### src/rtl/perf_pkg.sv
// Shared state encoding and default event-channel mapping for the
// performance counter bank.
package perf_pkg;

  typedef enum logic [1:0] {
    S_IDLE   = 2'd0,
    S_RUN    = 2'd1,
    S_HALTED = 2'd2
  } state_e;

  localparam int unsigned EVT_INST  = 0;
  localparam int unsigned EVT_IHIT  = 1;
  localparam int unsigned EVT_DHIT  = 2;
  localparam int unsigned EVT_IREQ  = 3;
  localparam int unsigned EVT_DREQ  = 4;
  localparam int unsigned EVT_STALL = 5;

endpackage

### src/rtl/perf_counter_cell.sv
// One statistics counter: live count, shadow copy and sticky overflow flag.
// Next-state values are exported so the bank can snapshot and read them.
module perf_counter_cell
  import perf_pkg::*;
#(
  parameter int unsigned CNT_W    = 32,
  parameter bit          SATURATE = 1'b1
) (
  input  logic             clk,
  input  logic             rst,
  input  logic             clear_i,
  input  logic             inc_i,
  input  logic             snap_i,
  output logic [CNT_W-1:0] cnt_nxt_o,
  output logic [CNT_W-1:0] shw_nxt_o,
  output logic             ovf_o
);

  logic [CNT_W-1:0] cnt_q, cnt_d;
  logic [CNT_W-1:0] shw_q, shw_d;
  logic             ovf_q, ovf_d;

  always_comb begin
    cnt_d = cnt_q;
    shw_d = shw_q;
    ovf_d = ovf_q;
    if (inc_i) begin
      if (cnt_q == '1) begin
        ovf_d = 1'b1;
        cnt_d = {CNT_W{SATURATE}};
      end else begin
        cnt_d = cnt_q + CNT_W'(1);
      end
    end
    // Shadow takes the post-increment value of the same edge.
    if (snap_i) shw_d = cnt_d;
    if (clear_i) begin
      cnt_d = '0;
      shw_d = '0;
      ovf_d = 1'b0;
    end
  end

  always_ff @(posedge clk or posedge rst) begin
    if (rst) begin
      cnt_q <= '0;
      shw_q <= '0;
      ovf_q <= 1'b0;
    end else begin
      cnt_q <= cnt_d;
      shw_q <= shw_d;
      ovf_q <= ovf_d;
    end
  end

  assign cnt_nxt_o = cnt_d;
  assign shw_nxt_o = shw_d;
  assign ovf_o     = ovf_q;

endmodule

### src/rtl/perf_counter_bank.sv
// Run-time statistics counter bank: NUM_EVT event channels plus a cycle
// counter, halt freeze, watchdog, atomic snapshot and a registered read port.
module perf_counter_bank
  import perf_pkg::*;
#(
  parameter int unsigned NUM_EVT  = 6,
  parameter int unsigned CNT_W    = 32,
  parameter bit          SATURATE = 1'b1,
  parameter int unsigned TIMEOUT  = 100000,
  parameter int unsigned IDX_W    = $clog2(NUM_EVT + 1)
) (
  input  logic               clk,
  input  logic               rst,
  input  logic               start,
  input  logic               clear,
  input  logic               hlt,
  input  logic [NUM_EVT-1:0] evt,
  input  logic               snap,
  input  logic               rd_req,
  input  logic [IDX_W-1:0]   rd_idx,
  input  logic               rd_shadow,
  output logic               rd_valid,
  output logic [CNT_W-1:0]   rd_data,
  output logic [NUM_EVT:0]   ovf,
  output logic               running,
  output logic               halted,
  output logic               timeout
);

  localparam int unsigned      NUM_CNT = NUM_EVT + 1;
  // A TIMEOUT the cycle counter cannot represent would never be reached.
  localparam bit               TO_EN   = (TIMEOUT != 0) && ($clog2(TIMEOUT + 1) <= CNT_W);
  localparam logic [CNT_W-1:0] TO_VAL  = CNT_W'(TIMEOUT);

  state_e           state_q, state_d;
  logic             timeout_q, timeout_d;
  logic             rd_valid_q, rd_valid_d;
  logic [CNT_W-1:0] rd_data_q, rd_data_d;
  logic             count_en;
  logic [NUM_EVT:0] inc_vec;
  logic [CNT_W-1:0] live_nxt [NUM_CNT];
  logic [CNT_W-1:0] shw_nxt  [NUM_CNT];
  logic [CNT_W-1:0] rd_sel;

  // Counting stops on the edge the watchdog fires, one cycle before HALTED.
  assign count_en = (state_q == S_RUN) && !timeout_q && !clear;
  assign inc_vec  = {count_en, evt & {NUM_EVT{count_en}}};

  for (genvar g = 0; g < NUM_CNT; g++) begin : g_cell
    perf_counter_cell #(
      .CNT_W    (CNT_W),
      .SATURATE (SATURATE)
    ) u_cell (
      .clk       (clk),
      .rst       (rst),
      .clear_i   (clear),
      .inc_i     (inc_vec[g]),
      .snap_i    (snap),
      .cnt_nxt_o (live_nxt[g]),
      .shw_nxt_o (shw_nxt[g]),
      .ovf_o     (ovf[g])
    );
  end

  always_comb begin
    state_d = state_q;
    if (clear) begin
      state_d = S_IDLE;
    end else begin
      case (state_q)
        S_IDLE:   if (start) state_d = S_RUN;
        S_RUN:    if (hlt || timeout_q) state_d = S_HALTED;
        S_HALTED: state_d = S_HALTED;
        default:  state_d = S_IDLE;
      endcase
    end
  end

  always_comb begin
    timeout_d = timeout_q;
    if (clear) begin
      timeout_d = 1'b0;
    end else if (TO_EN && count_en && (live_nxt[NUM_EVT] == TO_VAL)) begin
      timeout_d = 1'b1;
    end
  end

  always_comb begin
    rd_sel = '0;
    for (int unsigned i = 0; i < NUM_CNT; i++) begin
      if (rd_idx == IDX_W'(i)) rd_sel = rd_shadow ? shw_nxt[i] : live_nxt[i];
    end
    rd_valid_d = rd_req;
    rd_data_d  = rd_req ? rd_sel : rd_data_q;
  end

  always_ff @(posedge clk or posedge rst) begin
    if (rst) begin
      state_q    <= S_IDLE;
      timeout_q  <= 1'b0;
      rd_valid_q <= 1'b0;
      rd_data_q  <= '0;
    end else begin
      state_q    <= state_d;
      timeout_q  <= timeout_d;
      rd_valid_q <= rd_valid_d;
      rd_data_q  <= rd_data_d;
    end
  end

  assign rd_valid = rd_valid_q;
  assign rd_data  = rd_data_q;
  assign running  = (state_q == S_RUN);
  assign halted   = (state_q == S_HALTED);
  assign timeout  = timeout_q;

endmodule

### config.mk
export PLATFORM = sky130hd
export DESIGN_NAME = perf_counter_bank
export DESIGN_NICKNAME = d
export VERILOG_FILES = /design/src/rtl/perf_pkg.sv /design/src/rtl/perf_counter_cell.sv /design/src/rtl/perf_counter_bank.sv
export SDC_FILE = /design/constraint.sdc
export NUM_CORES = 2
export LEC_CHECK = 0
export CAP_MARGIN = 20
export CORE_MARGIN = 2
export CORE_UTILIZATION = 60
export CTS_BUF_LIST = sky130_fd_sc_hd__clkbuf_4 sky130_fd_sc_hd__clkbuf_8
export DETAILED_ROUTE_END_ITERATION = 10
export PLACE_DENSITY = 0.77
export SYNTH_ARGS = -nofsm -noshare
export SYNTH_HDL_FRONTEND = slang
export SYNTH_HIERARCHICAL = 1
export SYNTH_SLANG_ARGS = --single-unit
### constraint.sdc
create_clock -name clk -period 3.9 [get_ports clk]
set_input_delay 0.585 -clock clk [delete_from_list [all_inputs] [get_ports clk]]
set_output_delay 0.585 -clock clk [all_outputs]
set_load 0.005 [all_outputs]
==> results.md <==
- Std-Cell Rows: 80
- Synth Net Count: 3,120
- Worst-path cell chain: ha_4 > buf_12 > nor3b_4 > buf_6 > buf_12 > and2_4 > nand4_1 > nor2_2 > and4b_1 > buf_4 > nor2_1 > buf_4 > nor2_1 > mux2i_1 > buf_4 > o21ai_1 > buf_4 > a221oi_2 > o22ai_1
- Initial antenna violation count: 0
- Synth warn: 6
- Relative slew slack: 39.9%
- Min Clock Period, post-route: 3.84 ns
- # clock sinks: 491
- Hold crit path type: in -> reg
- Chip height: 224 microns
- Die ar.: 50,100 sq um
- Critical path's most frequent cell: buf_4
- Synth Instances: 3,093
- GRT Util Overall: 37.2%
- Most frequent cell after synthesis: dfrtp_1
- Final worst slack: 0.0613 ns
- Post-synthesis simple-gate area fraction: 22.0%
- Max_cap viols: 0
- CP startpoint kind: flip-flop
- Sequential area share after synthesis: 42.4%
- Worst-Skew Late Latency: 0.70 ns
- Global-route wire length before repair: 145,000 microns
- Top area cells in the synthesized netlist: dfrtp_1 (42%), mux2i_1 (7.1%), nor2_1 (6.1%)
- Pwr Density: 357 nW/um^2
- EDFF count, synth: 0
- Synthesized area per cell: 9.37 sq um
- Fin. Hold Viols: 0
- Dpl hpwl: 66,900 microns
- Antenna diodes: 0
- Final hold slack: 0.199 ns
- # setup viols final: 0
- Initial Util: 60.7%
- Placed cell count: 3,806
- Status: complete, no violations
- Avg WL per Cell: 23.5 microns
- Netlist cell types: 85
- I/O pin total: 60
- Area Growth Syn to Fin: 15.3%
- CP max FO: 8
- Port Buffers: 59
- Vias in the first global route: 25,300
- Die width: 224 microns
- Largest net degree at the start of global routing: 163
- CTS buffer count: 85
- Worst Path Required: 4.44 ns
- Clock slew at reported path FFs: 0.06 ns
- Tightest Pin Transition: 0.902 ns
- Post-synthesis compound-gate area fraction: 17.1%
- Layout cell share with drive strength beyond 1: 18.0%
- Routed Antenna Nets: 0
- Top FF cell, synth: dfrtp_1
- Dominant cell type by area after synthesis: dfrtp_1
- Hold buffers post-CTS: 0
- FFs w/ async S/R, synth: 100%
- Slowest stage delay, CP: 0.50 ns
- Yosys reg bits: 491
- Post-route insts no fill: 3,967
- Multi-input gate area: 15,300 sq um
- Gpl congestion: 1.02
- Critical path type: reg -> reg
- Leak: 14.8 nW
- Proportion of synthesized area in mux cells: 8.48%
- GR Overflow Total: 0
- H-tree depth: 3
- CTS tree: done
- Final Skew: 0.0310 ns
- Fmax: 0.261 GHz
- DRC viols: 0
- XOR/XNOR share of the synthesized area: 4.26%
- Final WL: 93,400 microns
- Detailed Route Iter0 Violations: 3,020
- Place WS: -0.595 ns
- Top cells by count, synth: dfrtp_1 (491), nor2_1 (469), mux2i_1 (205), nand2_1 (153), a211oi_1 (136)
- Root Buffer: clkbuf_8
- Maximum vdd drop: 366 uV
- Largest family of logic cells by synthesized area: simple AND/OR/NAND/NOR gates
- Fillers: 3,709
- Fin crit share: 98.4%
- WP data arrival: 4.38 ns
- Core area: 47,700 sq um
- Nets: 3,315
- Max Slew Vio Count: 0
- Routed via count: 25,800
- First-pass detailed-route iteration total: 5
- Via/cell ratio: 6.50
- Crit-path slowest cell: a221oi_2
- Area fraction of the dominant cell type after synthesis: 42.4%
- Nature of the critical path endpoint: flip-flop
- Adder-cell share of the synthesized area: 0.432%
- CTS max path bufs: 3
- Mapped Area: 29,000 sq um
- FF+latch area: 12,300 sq um
-- worst paths after layout --
kind                                                      start  cells after the start  slack [ns]                                   end
setup / recovery                         state_q[0]$_DFFE_PP0P_                     19        0.06                rd_data[3]$_DFFE_PP0P_
hold / removal                                           rd_req                      1        0.20                    rd_valid$_DFF_PP0_
setup reg to reg                         state_q[0]$_DFFE_PP0P_                     19        0.06                rd_data[3]$_DFFE_PP0P_
hold reg to reg            g_cell[2].u_cell/shw_q[20]$_DFF_PP0_                      2        0.49  g_cell[2].u_cell/shw_q[20]$_DFF_PP0_
max in group asynchronous                                   rst                      3        2.15               rd_data[10]$_DFFE_PP0P_
min in group asynchronous                                   rst                      2        0.68  g_cell[3].u_cell/shw_q[22]$_DFF_PP0_
-- worst max-delay path: cells and delay by family (launching register included) --
| kind | cells | cell delay, ns |
|---|---|---|
| buf+inv | 7 | 1.06 |
| mux | 1 | 0.26 |
| compound gates | 3 | 0.74 |
| simple gates | 7 | 1.00 |
| fa+ha+maj | 1 | 0.19 |
| flops | 1 | 0.42 |
-- cell type report --
type                    instances  area share, %
multi-input cells            2293           45.8
flip-flops and latches        491           36.8
repair buffers                324           8.43
clock buffers                 134           5.00
well taps                     615           2.30
inverters                      93           1.04
clock inverters                17          0.599
-- timing repair --
action,in CTS,in global routing
endpoints found under the setup margin,7,31
cloned,0,1
resized for setup,11,32
setup buffers,0,8
pin swaps,0,14
-- sequential cells by signal (all words and copies together) (netlist names) --
| signal | flops |
|---|---|
| g_cell.u_cell/shw_q | 224 |
| state_q | 2 |
| g_cell.u_cell/ovf_o | 7 |
| rd_data | 32 |
| timeout | 1 |
| g_cell.u_cell/cnt_q | 224 |
| rd_valid | 1 |
-- metrics by stage --
step                      TNS (ns)  power, mW  util (%)  cell area, sq um
after floorplan                  0       6.16         -             29000
after global placement       -2.02       6.68      65.5             31300
after detailed placement     -2.62       6.71      65.5             31300
after global routing        -0.137       12.3      70.0             33400
final                            0       11.9      70.0             33400
after CTS                 -0.00500       11.9      69.5             33200
-- where the power goes --
part | total [mW] | internal, mW | switching (mW)
clock | 5.23 | 2.98 | 2.25
sequential | 5.33 | 5.24 | 0.0854
combinational | 1.38 | 0.515 | 0.862
-- logic make-up after synthesis --
family	after synthesis
AND/OR/NAND/NOR	1188
XOR/XNOR	141
AO/OA/AOI/OAI	713
flip-flops	491
multiplexers	241
adder cells (fa/ha/maj)	10
buffers and inverters	309
-- layout by cell type, fill, tap and decap left out, types with 59 or more instances in the layout --
cell type,Yosys,layout
buf_4,29,244
nor4_1,68,65
o21ai_0,89,87
xor2_1,82,80
xnor2_1,59,59
a21oi_1,115,115
a211oi_1,136,135
mux2i_1,205,202
o21ai_1,94,88
nor2_1,469,467
nand2_1,153,153
dfrtp_1,491,491
nand4_1,93,93
clkbuf_8,6,106
nand3_1,90,90
inv_1,92,84
-- routing by layer --
metal  track usage [%]  share of wire (%)  up-vias
met5                 0                  0        -
met4              19.7                5.7        0
met3              7.14                8.1      267
met1              50.6                 41    12600
li1                  -                  -    11700
met2              56.9                 45     1177
(Power assumes the default switching activity.)
